$ cat src/rtl/seg7_pkg.sv
// Shared constants and helpers for the multiplexed seven-segment driver.
package seg7_pkg;

    localparam logic [6:0] SEG_OFF  = 7'h7F;
    localparam logic [6:0] SEG_DASH = 7'h3F;

    function automatic int clog2(input int v);
        int r;
        r = 0;
        for (int i = 0; i < 31; i++) begin
            if ((1 << i) < v) r = i + 1;
        end
        return r;
    endfunction

    // Active-low {g,f,e,d,c,b,a}; non-BCD codes render as a dash.
    function automatic logic [6:0] bcd_to_seg(input logic [3:0] nib);
        logic [6:0] s;
        s = SEG_DASH;
        case (nib)
            4'd0: s = 7'h40;
            4'd1: s = 7'h79;
            4'd2: s = 7'h24;
            4'd3: s = 7'h30;
            4'd4: s = 7'h19;
            4'd5: s = 7'h12;
            4'd6: s = 7'h02;
            4'd7: s = 7'h78;
            4'd8: s = 7'h00;
            4'd9: s = 7'h10;
            default: s = SEG_DASH;
        endcase
        return s;
    endfunction

endpackage

$ cat src/rtl/seg7_scan_driver_tick.sv
// Free-running prescaler: one-clock tick every DIV clocks.
module scan_tick_gen
    import seg7_pkg::*;
#(
    parameter int DIV = 4
) (
    input  logic clk,
    input  logic clr,
    output logic tick
);

    localparam int CW = clog2(DIV);

    logic [CW-1:0] cnt;

    assign tick = (cnt == CW'(DIV - 1));

    always_ff @(posedge clk or posedge clr) begin
        if (clr) begin
            cnt <= '0;
        end else if (tick) begin
            cnt <= '0;
        end else begin
            cnt <= cnt + 1'b1;
        end
    end

endmodule

$ cat src/rtl/seg7_scan_driver.sv
// Multiplexed N-digit seven-segment scanner with a double-buffered value
// that only swaps in on a scan-frame boundary.
module seg7_scan_driver
    import seg7_pkg::*;
#(
    parameter int CLK_HZ  = 100_000_000,
    parameter int SCAN_HZ = 1_000,
    parameter int N_DIG   = 4
) (
    input  logic               clk,
    input  logic               clr,
    input  logic [4*N_DIG-1:0] value_in,
    input  logic               load,
    input  logic               lz_blank,
    output logic [6:0]         seg,
    output logic [N_DIG-1:0]   an,
    output logic               frame_done
);

    localparam int DIV = CLK_HZ / SCAN_HZ;
    localparam int IW  = (N_DIG > 1) ? clog2(N_DIG) : 1;

    logic               tick;
    logic [IW-1:0]      dig_idx;
    logic [4*N_DIG-1:0] shadow;
    logic [4*N_DIG-1:0] disp;
    logic               pending;

    logic               last;
    logic               wrap;
    logic [3:0]         nib;
    logic               blank;
    logic [6:0]         seg_nxt;
    logic [N_DIG-1:0]   an_nxt;

    scan_tick_gen #(
        .DIV (DIV)
    ) u_tick (
        .clk  (clk),
        .clr  (clr),
        .tick (tick)
    );

    // The digit latched on a tick is the one dig_idx points at before it advances.
    always_comb begin
        last    = (dig_idx == IW'(N_DIG - 1));
        wrap    = tick && last;
        nib     = disp[{dig_idx, 2'b00} +: 4];
        blank   = lz_blank && (dig_idx != '0)
                  && ((disp >> {dig_idx, 2'b00}) == '0);
        seg_nxt = blank ? SEG_OFF : bcd_to_seg(nib);
        an_nxt  = ~(N_DIG'(1) << dig_idx);
    end

    always_ff @(posedge clk or posedge clr) begin
        if (clr) begin
            dig_idx    <= '0;
            shadow     <= '0;
            disp       <= '0;
            pending    <= 1'b0;
            seg        <= SEG_OFF;
            an         <= '1;
            frame_done <= 1'b0;
        end else begin
            frame_done <= wrap;
            if (wrap && pending) begin
                disp <= shadow;
            end
            // A load on the boundary keeps pending so it shows next frame.
            if (load) begin
                shadow  <= value_in;
                pending <= 1'b1;
            end else if (wrap) begin
                pending <= 1'b0;
            end
            if (tick) begin
                seg     <= seg_nxt;
                an      <= an_nxt;
                dig_idx <= last ? '0 : dig_idx + 1'b1;
            end
        end
    end

endmodule
$ cat config.mk
export PLATFORM = sky130hd
export DESIGN_NAME = seg7_scan_driver
export DESIGN_NICKNAME = d
export VERILOG_FILES = /design/src/rtl/seg7_pkg.sv /design/src/rtl/seg7_scan_driver_tick.sv /design/src/rtl/seg7_scan_driver.sv
export SDC_FILE = /design/constraint.sdc
export NUM_CORES = 1
export LEC_CHECK = 0
export ABC_CLOCK_PERIOD_IN_PS = 5240
export BUFFER_PORTS_ARGS = -buffer_cell sky130_fd_sc_hd__buf_4
export CAP_MARGIN = 40
export CORE_MARGIN = 10
export CORE_UTILIZATION = 35
export DETAILED_ROUTE_END_ITERATION = 10
export GPL_ROUTABILITY_DRIVEN = 1
export PLACE_DENSITY = 0.6
export SLEW_MARGIN = 40
export SYNTH_ARGS = -nofsm -noshare
export SYNTH_HDL_FRONTEND = slang
export SYNTH_SLANG_ARGS = --single-unit
$ cat constraint.sdc
create_clock -name clk -period 5.24 [get_ports clk]
set_clock_uncertainty 0.2 [all_clocks]
set_input_delay 0 -clock clk [delete_from_list [all_inputs] [get_ports clk]]
set_output_delay 0 -clock clk [all_outputs]
set_load 0.01 [all_outputs]
==> Yosys cells after proc, flatten, opt, wreduce, memory -nomap -nowiden <==
Memory sizes are Yosys's and may differ from the RTL's.
Cells that the tools add are included.
{ "op_classes": {"n_addsub": 2, "n_eq_ne": 2, "shifts": 3, "muxes": 5, "bitwise_logic": 1, "n_reduce_logical": 7} }
{ "ops": {"columns": ["cell", "n"], "rows": [
  ["$add 17x1->17 const B", 1],
  ["$eq 17x17->1 const B", 1],
  ["$mux 17", 1],
  ["$logic_not 16->1", 1],
  ["$shiftx 16x5->4", 1],
  ["$shr 16x4->16", 1],
  ["$mux 7", 1],
  ["$logic_and 1x1->1", 4],
  ["$not 4->4", 1],
  ["$reduce_bool 2->1", 2],
  ["$shl 1x2->4 const A", 1],
  ["$add 2x1->2 const B", 1],
  ["$eq 2x2->1 const B", 1],
  ["$mux 1", 2],
  ["$mux 2", 1]
]} }
{ "word_totals": {"reg_bits": 64, "rom_bits": 112, "in_bits": 20, "out_inout_bits": 12, "elab_cells": 29, "n_memories": 1} }
{ "mem_list": {"columns": ["memory", "depth", "word_bits", "read_ports", "rd_ports_with_merged_regs", "wr", "line_no", "text"], "rows": [
  ["(name not given)", 16, 7, 1, 0, 0, "seg7_pkg.sv:20", "case (nib)"]
]} }

==> Logic depth before layout (Yosys ltp) <==
Gate-level depths: netlist (run 1).
{ "logic_depth": {"depth_word": 4, "depth_mapped": 9, "mapped_depth_nobuf": 7} }

==> By module <==
Synthesis (run 1) repeated with hierarchy kept, for this count alone.
{ "unflattened": {"cells_unflattened": 237, "area_unflattened_um2": 2971.6} }
{ "modules_own_cells": {"columns": ["mod", "n_inst", "cells_each", "area_each_um2", "seq_area_each_um2"], "rows": [
  ["seg7_scan_driver", 1, 162, 2145.8, 1189.9],
  ["scan_tick_gen", 1, 75, 825.8, 425.4]
]} }

==> Worst setup path before layout (run 1) <==
Ideal clock, no wire load.
{ "synth_timing": {"kind": "register to register", "start": "reg dig_idx[0]", "end": "reg seg[5]", "setup_time_ps": 77, "t_arrival_ps": 1947, "t_required_ps": 4963, "path_slack_ps": 3015, "stages_incl_launch_ff": 8, "n_path_buf": 0, "period_less_slack_ps": 2225, "path_cell_list": "dfrtp_1 > mux4_2 > inv_1 > ha_1 > nand2_1 > a211o_1 > o21a_1 > a31oi_1"} }
{ "synth_via": {"elab_chain_len": 4, "elab_cells_between_ends": 8, "cone_classes": "2 x shift; 1 x mux; 4 x reduce/logical; 1 x memory"} }
{ "synth_lines": {"columns": ["element", "line_no", "text"], "rows": [
  ["start: declaration", "seg7_scan_driver.sv:24", "logic [IW-1:0] dig_idx;"],
  ["start signal: assignment", "seg7_scan_driver.sv:79", "dig_idx <= last ? '0 : dig_idx + 1'b1;"],
  ["parallel branches: the longest is 3 deep, another holds $mem_v2 16x7", null, null],
  ["$mux 7 *", "seg7_scan_driver.sv:51", "seg_nxt = blank ? SEG_OFF : bcd_to_seg(nib);"],
  ["end signal: assignment", "seg7_scan_driver.sv:77", "seg <= seg_nxt;"],
  ["end: declaration", "seg7_scan_driver.sv:15", "output logic [6:0] seg,"]
]} }
Mark *: on every way between the ends.
A chain may end at the register's enable or synchronous reset.

==> Final worst setup path (run 1) <==
{ "layout_timing": {"start": "reg u_tick.cnt[0]", "end": "reg disp[14]"} }
{ "layout_via": {"elab_chain_len": 3} }
{ "layout_lines": {"columns": ["element", "line_no", "text"], "rows": [
  ["start: declaration", "seg7_scan_driver_tick.sv:14", "logic [CW-1:0] cnt;"],
  ["start signal: assignment", "seg7_scan_driver_tick.sv:24", "cnt <= cnt + 1'b1;"],
  ["$eq 17x17->1", "seg7_scan_driver_tick.sv:16", "assign tick = (cnt == CW'(DIV - 1));"],
  ["$logic_and 1x1->1", "seg7_scan_driver.sv:47", "wrap = tick && last;"],
  ["$logic_and 1x1->1", "seg7_scan_driver.sv:66", "if (wrap && pending) begin"],
  ["end signal: assignment", "seg7_scan_driver.sv:67", "disp <= shadow;"],
  ["end: declaration", "seg7_scan_driver.sv:26", "logic [4*N_DIG-1:0] disp;"]
]} }
No other way between the ends.

==> results of run 1 <==
==> layout by cell type, fill, tap and decap left out, types with 2 or more instances in the layout <==
cell,netlist,routed
dfrtp_1,53,53
dlygate4sd3_1,0,34
buf_4,1,31
mux2_2,19,19
nor2_1,18,18
nand2_1,14,14
mux2_1,14,14
o21ai_0,11,11
dfstp_2,11,11
nand3_1,10,10
ha_1,10,10
clkbuf_8,0,9
xor2_1,8,8
a21oi_1,7,7
xnor2_1,6,6
inv_1,7,6
nor4_1,5,5
nor3_1,4,4
mux2i_1,4,4
a31oi_1,4,4
clkinv_4,0,4
and3_1,3,3
mux4_2,3,3
and4_1,2,2
nand4_1,2,2
and2_1,2,2
==> sequential cells by signal, summed over array words and instances, names as in the netlist <==
name,flops
u_tick.cnt,17
disp,16
shadow,16
seg,7
an,4
dig_idx,2
frame_done,1
pending,1
==> through the flow <==
stage	instance area (um2)	hold WS [ps]	utilization
after global placement	3249	32.86	0.3975
after global routing	3791	32.01	0.4637
final	3791	26.08	0.4637
after CTS	3787	3.777	0.4633
after detailed placement	3249	37.31	0.3975
after floorplan	2938	-48.30	-
==> cell type report <==
type	instances	share of cell area
flip-flops and latches	64	0.4261
multi-input cells	159	0.3261
repair buffers	66	0.1541
well taps	105	0.03465
clock buffers	10	0.03366
clock inverters	6	0.01848
inverters	7	0.006931
==> power by group <==
part	internal, mW	total, mW	switching, mW	leakage (nW)
clock network	0.222	0.418	0.196	0.100
logic	0.0447	0.0658	0.0211	0.822
registers	0.506	0.513	0.00635	0.799
total	0.773	0.997	0.224	1.72
==> logic make-up after synthesis <==
family	after synthesis
mux	40
fa+ha+maj	10
compound gates	27
xor+xnor	14
buf+inv	18
simple gates	68
flops	64
==> worst paths after layout <==
kind	from	endpoint	slack [ps]	depth (start not counted)
setup / recovery	u_tick.cnt[0]	disp[14]	2220	6
hold / removal	lz_blank	seg[6]	30	5
setup reg to reg	u_tick.cnt[0]	disp[14]	2220	6
max in group asynchronous	clr	seg[3]	4290	4
hold reg to reg	pending	pending	270	1
min in group asynchronous	clr	shadow[7]	160	4
==> per-layer routing <==
metal | wire (um) | vias to the layer above
li1 | - | 974
met1 | 2670 | 983
met4 | 66 | 0
met2 | 2807 | 35
met5 | 0 | -
met3 | 232 | 8
==> tightest hold or removal path: stages <==
cell and delay [ps]:
buf_4 110, nor4b_1 130, nand2_1 60, a211o_1 150
a31oi_1 90
==> results.md, run 1 <==
* Status: completed
* Initial antenna violation count at 0
* CP Buf/Inv Count at 0
* Synth async-reset ratio at 1.000
* Vias per cell at 4.796
* Mean Syn Cell Area at roughly 12 um2
* Row Count at 33
* Initial Util at 0.3594
* Final GP Congestion at 0.7863
* Clock buffer depth at 2
* Drt total wl at 5.777 mm
* Post-CTS Setup Bufs at 0
* Placed cells at 367
* Reg area at 1615 um2
* CP required at 5270 ps
* # DRC at 0
* CP max stage cell: and3_1
* Total Routing Usage GR at 0.1000
* Vias at ~2,000
* Crit end category: flop
* Adder-cell area share of the yosys netlist at 0.04259
* Largest net degree at the start of global routing at 65
* Max FO, Critical Path at 23
* Final period util at 0.5772
* Top cell type's share of synthesized area at 0.4514
* Nets at 337
* First drt pass iteration count at 4
* Post-Syn Nets at between 200 and 300
* Final worst path period need at about 3000 ps
* Met3 global-route usage at 0.04294
* Main combinational cell family by area after synthesis: multiplexers
* Mux cell area share after synthesis at 0.1631
* Share of layout cells above drive strength 1 at 0.2692
* Seq cells post-synth at 64
* Non-Filler Instances at 417
* Max-slew violations at 0
* Met2 usage at 0.1551
* Synth Area in XOR/XNOR at 0.04174
* Fillers at 773
* Place WS at 2198 ps
* Synthesis-to-layout area growth at 29.05%
* Most common cell in the synthesized netlist: dfrtp_1
* Worst Max-Slew Pin Slew at 761.2 ps
* Htree depth at 3
* Setup violators final at 0
* Congestion Overflow GR at 0
* WL/cell at 13.85 um
* Worst Path Arrival at between 3000 and 4000 ps
* Post-DRT Antenna Nets at 0
* Synth Instances at around 240
* Setup TNS at 0 ps
* CTS tree: built
* Vias in the first global route at around 2,100
* Final hold violations at 0
* IO Pins at 32
* CTS buffer count at 9
* Ys flop type: dfrtp_1
* Tot Pwr at 996.9 uW
* Die Ht at 111.6 um
* Slew headroom at 0.4925
* CP max stage delay at 730 ps
* Max-Cap Viols at 0
* Worst hold path class: in -> reg
* Worst Setup Start Kind: flop
* Worst path cell trace: ha_1, nand3_4, nor2_4, and4_1, and3_1, mux2_2
* Drt initial violations at 50
* Grt peak-use layer: met2
* EDFF count, synth at 0
* Kind of critical path: reg -> reg
* Resized cells post-CTS at 0
* Unrepaired setup endpoints after global routing: no
* # port buffers at 31
* Clk sinks at 64
* Die area at approximately 12,000 um2
* Leak Pwr at 1.722 nW
* Sequential share of the synthesized area at 0.5498
* Global-route wire length before repair at roughly 10 mm
* Worst vdd ir at 0.0001893 V
* Post-DP HPWL at 3.952 mm
* CTS Hold Bufs at 34
* Synth cell types at 39
* Post-Synthesis Cell Area at 2938 um2
* Antenna diodes at 0
* Die extent in x at 111.6 um
* Cell family with most CP delay: simple AND/OR/NAND/NOR gates
* Simple logic cell fraction of the synthesized area at 0.1214
* CTS Root Cell: clkbuf_8
* Core area at between 8000 and 9000 um2
* Reg clk slew, reported paths at 70 ps
* Worst skew pair latency at 340 ps
* Compound-Gate Fraction of Synth Area at 0.05196
* Synth top cells by count: 53 x dfrtp_1, 19 x mux2_2, 18 x nor2_1
* Top cells by area, synth: dfrtp_1 45%, dfstp_2 9.8%, mux2_2 7.3%
* Power Density at 262.9 nW/um2
* Final WS setup at 2216 ps
* Met1 Resource Use GR at 0.1213
* Synth Warn # at 0
* Multi-input gate area at 1236 um2
* Largest area contributor in the netlist: dfrtp_1
* Max Clk Rate at 0.3306 GHz
Power figures use the tool's default switching activity.
==> inputs of run 2 (changes only) <==
ABC_AREA = 1   (was default)
ABC_CLOCK_PERIOD_IN_PS = 3100   (was 5240)
clock period = 3.1 ns   (was 5.24 ns; I/O delays follow)
==> run 2 against run 1 <==
  * Count of clock-buffer cells in the layout shrank 1
  * Sequential power grew 67%
  * Critical path depth grew 9
  * Sequential share of layout area shrank 6.8 points
  * Via count grew 47%
==> results.md, run 2 <==
* Status: completed
* Worst hold path class: in -> async
* Reg clk slew, reported paths at 80 ps
* Top reg by flops: u_tick.cnt
* Post-Syn Nets at 481
* CP required at 3190 ps
* R2R Path Start: dig_idx[0]
* Congestion Overflow GR at 0
* Synth Warn # at 0
* Global-route wire length before repair at 13.74 mm
* Post-CTS Setup Bufs at 0
* Worst Max-Slew Pin Slew at 755.4 ps
* Post-Synthesis Cell Area at 3407 um2
* Total Routing Usage GR at 0.1140
* Largest area contributor in the netlist: dfrtp_1
* Initial Util at 0.3636
* Initial antenna violation count at 0
* Clk sinks at 64
* Crit. Startpoint: dig_idx[0]
* Psw at 398.9 uW
* CP max stage delay at 620 ps
* Die area at roughly 14,000 um2
* Max Clk Rate at 0.4011 GHz
* Worst path cell trace: inv_1, nand2_1, nand2_1, nand2_1, nand2_1, inv_1, ha_1, inv_1, nor2_1, nand3_1, nor2_1, nand2_1, nand2_1, nand2_1, nand2_1
* Worst Path Arrival at 2580 ps
* Vias per cell at about 4.4
* WL/cell at 11.43 um
* # port buffers at 31
* Kind of critical path: reg -> reg
* EDFF count, synth at 0
* Combinational share of power at 0.069
* Cell repeated most along the worst path: nand2_1
* Ys flop type: dfrtp_1
* Setup violators final at 0
* RR Endpoint: seg[3]
* Nets at 565
* Leak Pwr at between 2 and 2.5 nW
* Die Ht at about 120 um
* Met2 usage at 0.1923
* Share of layout cells above drive strength 1 at 0.1407
* Cells on worst reg2reg path at 15
* Clock power frac at 0.470
* Commonest non-fill, non-tap cell in the layout: nand2_1
* CTS buffer count at 9
* Power Density at 413.6 nW/um2
* Final period util at 0.8042
* Htree depth at 3
* Worst vdd ir at 0.0003065 V
* Die extent in x at 118.7 um
* Met1 Resource Use GR at 0.1333
* Synth top cells by count: 127 x nand2_1, 85 x inv_1, 53 x dfrtp_1
* Crit end category: flop
* Unrepaired setup endpoints after global routing: no
* Setup TNS at 0 ps
* Max-slew violations at 0
* # DRC at 0
* Synth async-reset ratio at 1.000
* Top cells by area, synth: dfrtp_1 39%, nand2_1 14%, inv_1 9.4%
* Tot Pwr at 1.864 mW
* Synth Instances at around 450
* Max-Cap Viols at 0
* Final Util at 0.4809
* Top cell type's share of synthesized area at 0.3893
* Max reg flops at 17
* Core area at 9371 um2
* Drt total wl at 7.646 mm
* Slew headroom at 0.4958
* CTS tree: built
* Sequential share of the synthesized area at 0.4741
* IO Pins at 32
* CP max stage cell: dfrtp_1
* Sw Ratio at 0.2140
* Post-DP HPWL at 5.238 mm
* Most common cell in the synthesized netlist: nand2_1
* Sequential share of power at 0.460
* Drt initial violations at 124
* Post-DP Area at 3762 um2
* Clock buffer depth at 2
* Antenna diodes at 0
* Final hold violations at 0
* Grt peak-use layer: met2
* Max FO, Critical Path at 16
* Seq cells post-synth at 64
* CTS Root Cell: clkbuf_8
* Post-DRT Antenna Nets at 0
* Synth cell types at 30
* Worst Setup Start Kind: flop
* Vias at 2,932
* Highest-count cells in the layout ignoring fill and taps: 127 x nand2_1, 84 x inv_1, 53 x dfrtp_1
* Met3 global-route usage at 0.04046
* Top Registers: u_tick.cnt (17), disp (16), shadow (16)
* Final worst path period need at 2493 ps
* Final GP Congestion at about 0.86
* Mean Syn Cell Area at 7.554 um2
* Vias in the first global route at 3,026
* Worst skew pair latency at 350 ps
* Synthesis-to-layout area growth at 32.28%
* Largest net degree at the start of global routing at 43
* Internal at 1.465 mW
* Row Count at 35
* Non-Filler Cell Area, Final at 4507 um2
* R2r setup slk at 610 ps
* First drt pass iteration count at 4
==> run 2: worst max-delay path by stage <==
stage | to | cells after the start
after floorplan | seg[0] | 15
after global placement | seg[3] | 15
after detailed placement | seg[3] | 15
after CTS | seg[3] | 15
after global routing | seg[2] | 15
final | seg[3] | 15
==> run 2: kinds of logic (layout without fill, tap and decap cells) <==
| kind of cell | after synthesis | in the layout | share of synthesized area |
|---|---|---|---|
| compound gates | 33 | 33 | 0.05142 |
| buf+inv | 97 | 186 | 0.1124 |
| xor+xnor | 7 | 7 | 0.01800 |
| fa+ha+maj | 10 | 10 | 0.03672 |
| simple gates | 240 | 240 | 0.3074 |
| flops | 64 | 64 | 0.4741 |
==> run 2: power groups by stage <==
stage	logic (mW)	registers (mW)	clock network [mW]
floorplan	0.0357	0.873	0
global placement	0.0661	0.873	0
detailed placement	0.0684	0.874	0
CTS	0.127	0.858	0.901
global route	0.146	0.860	0.936
finish	0.129	0.858	0.876
==> run 2: per-layer routing <==
layer / part of all wire / vias to the layer above
met2: 0.48 / 47
met1: 0.47 / 1346
met5: 0 / -
met3: 0.041 / 11
li1: - / 1528
met4: 0.011 / 0
==> run 2: worst max-delay path, delay by kind of cell, from the launching register on <==
family	cells	cell delay (ps)
simple gates	11	990
flops	1	620
buf+inv	3	470
fa+ha+maj	1	150
==> run 2: final cells by class <==
cell class              instances  area, um2
flip-flops and latches         64       1615
multi-input cells             290       1409
clock inverters                 7      120.1
inverters                      87      329.1
repair buffers                 83      748.2
well taps                     129      161.4
fillers                       941       4865
clock buffers                   9      123.9
==> run 2: per-stage QoR <==
stage               std cells  worst slack, ps  hold WS [ps]
detailed placement        603            641.7        -105.1
global placement          603            760.0         2.085
floorplan                 451             1119        -92.71
CTS                       669            618.8         57.89
finish                    669            607.1         52.11
global route              669            316.8         111.1
==> run 2: repair_timing <==
action	in CTS	in global routing
resized for setup	0	0
hold buffers	50	0
hold endpoints to repair	73	0
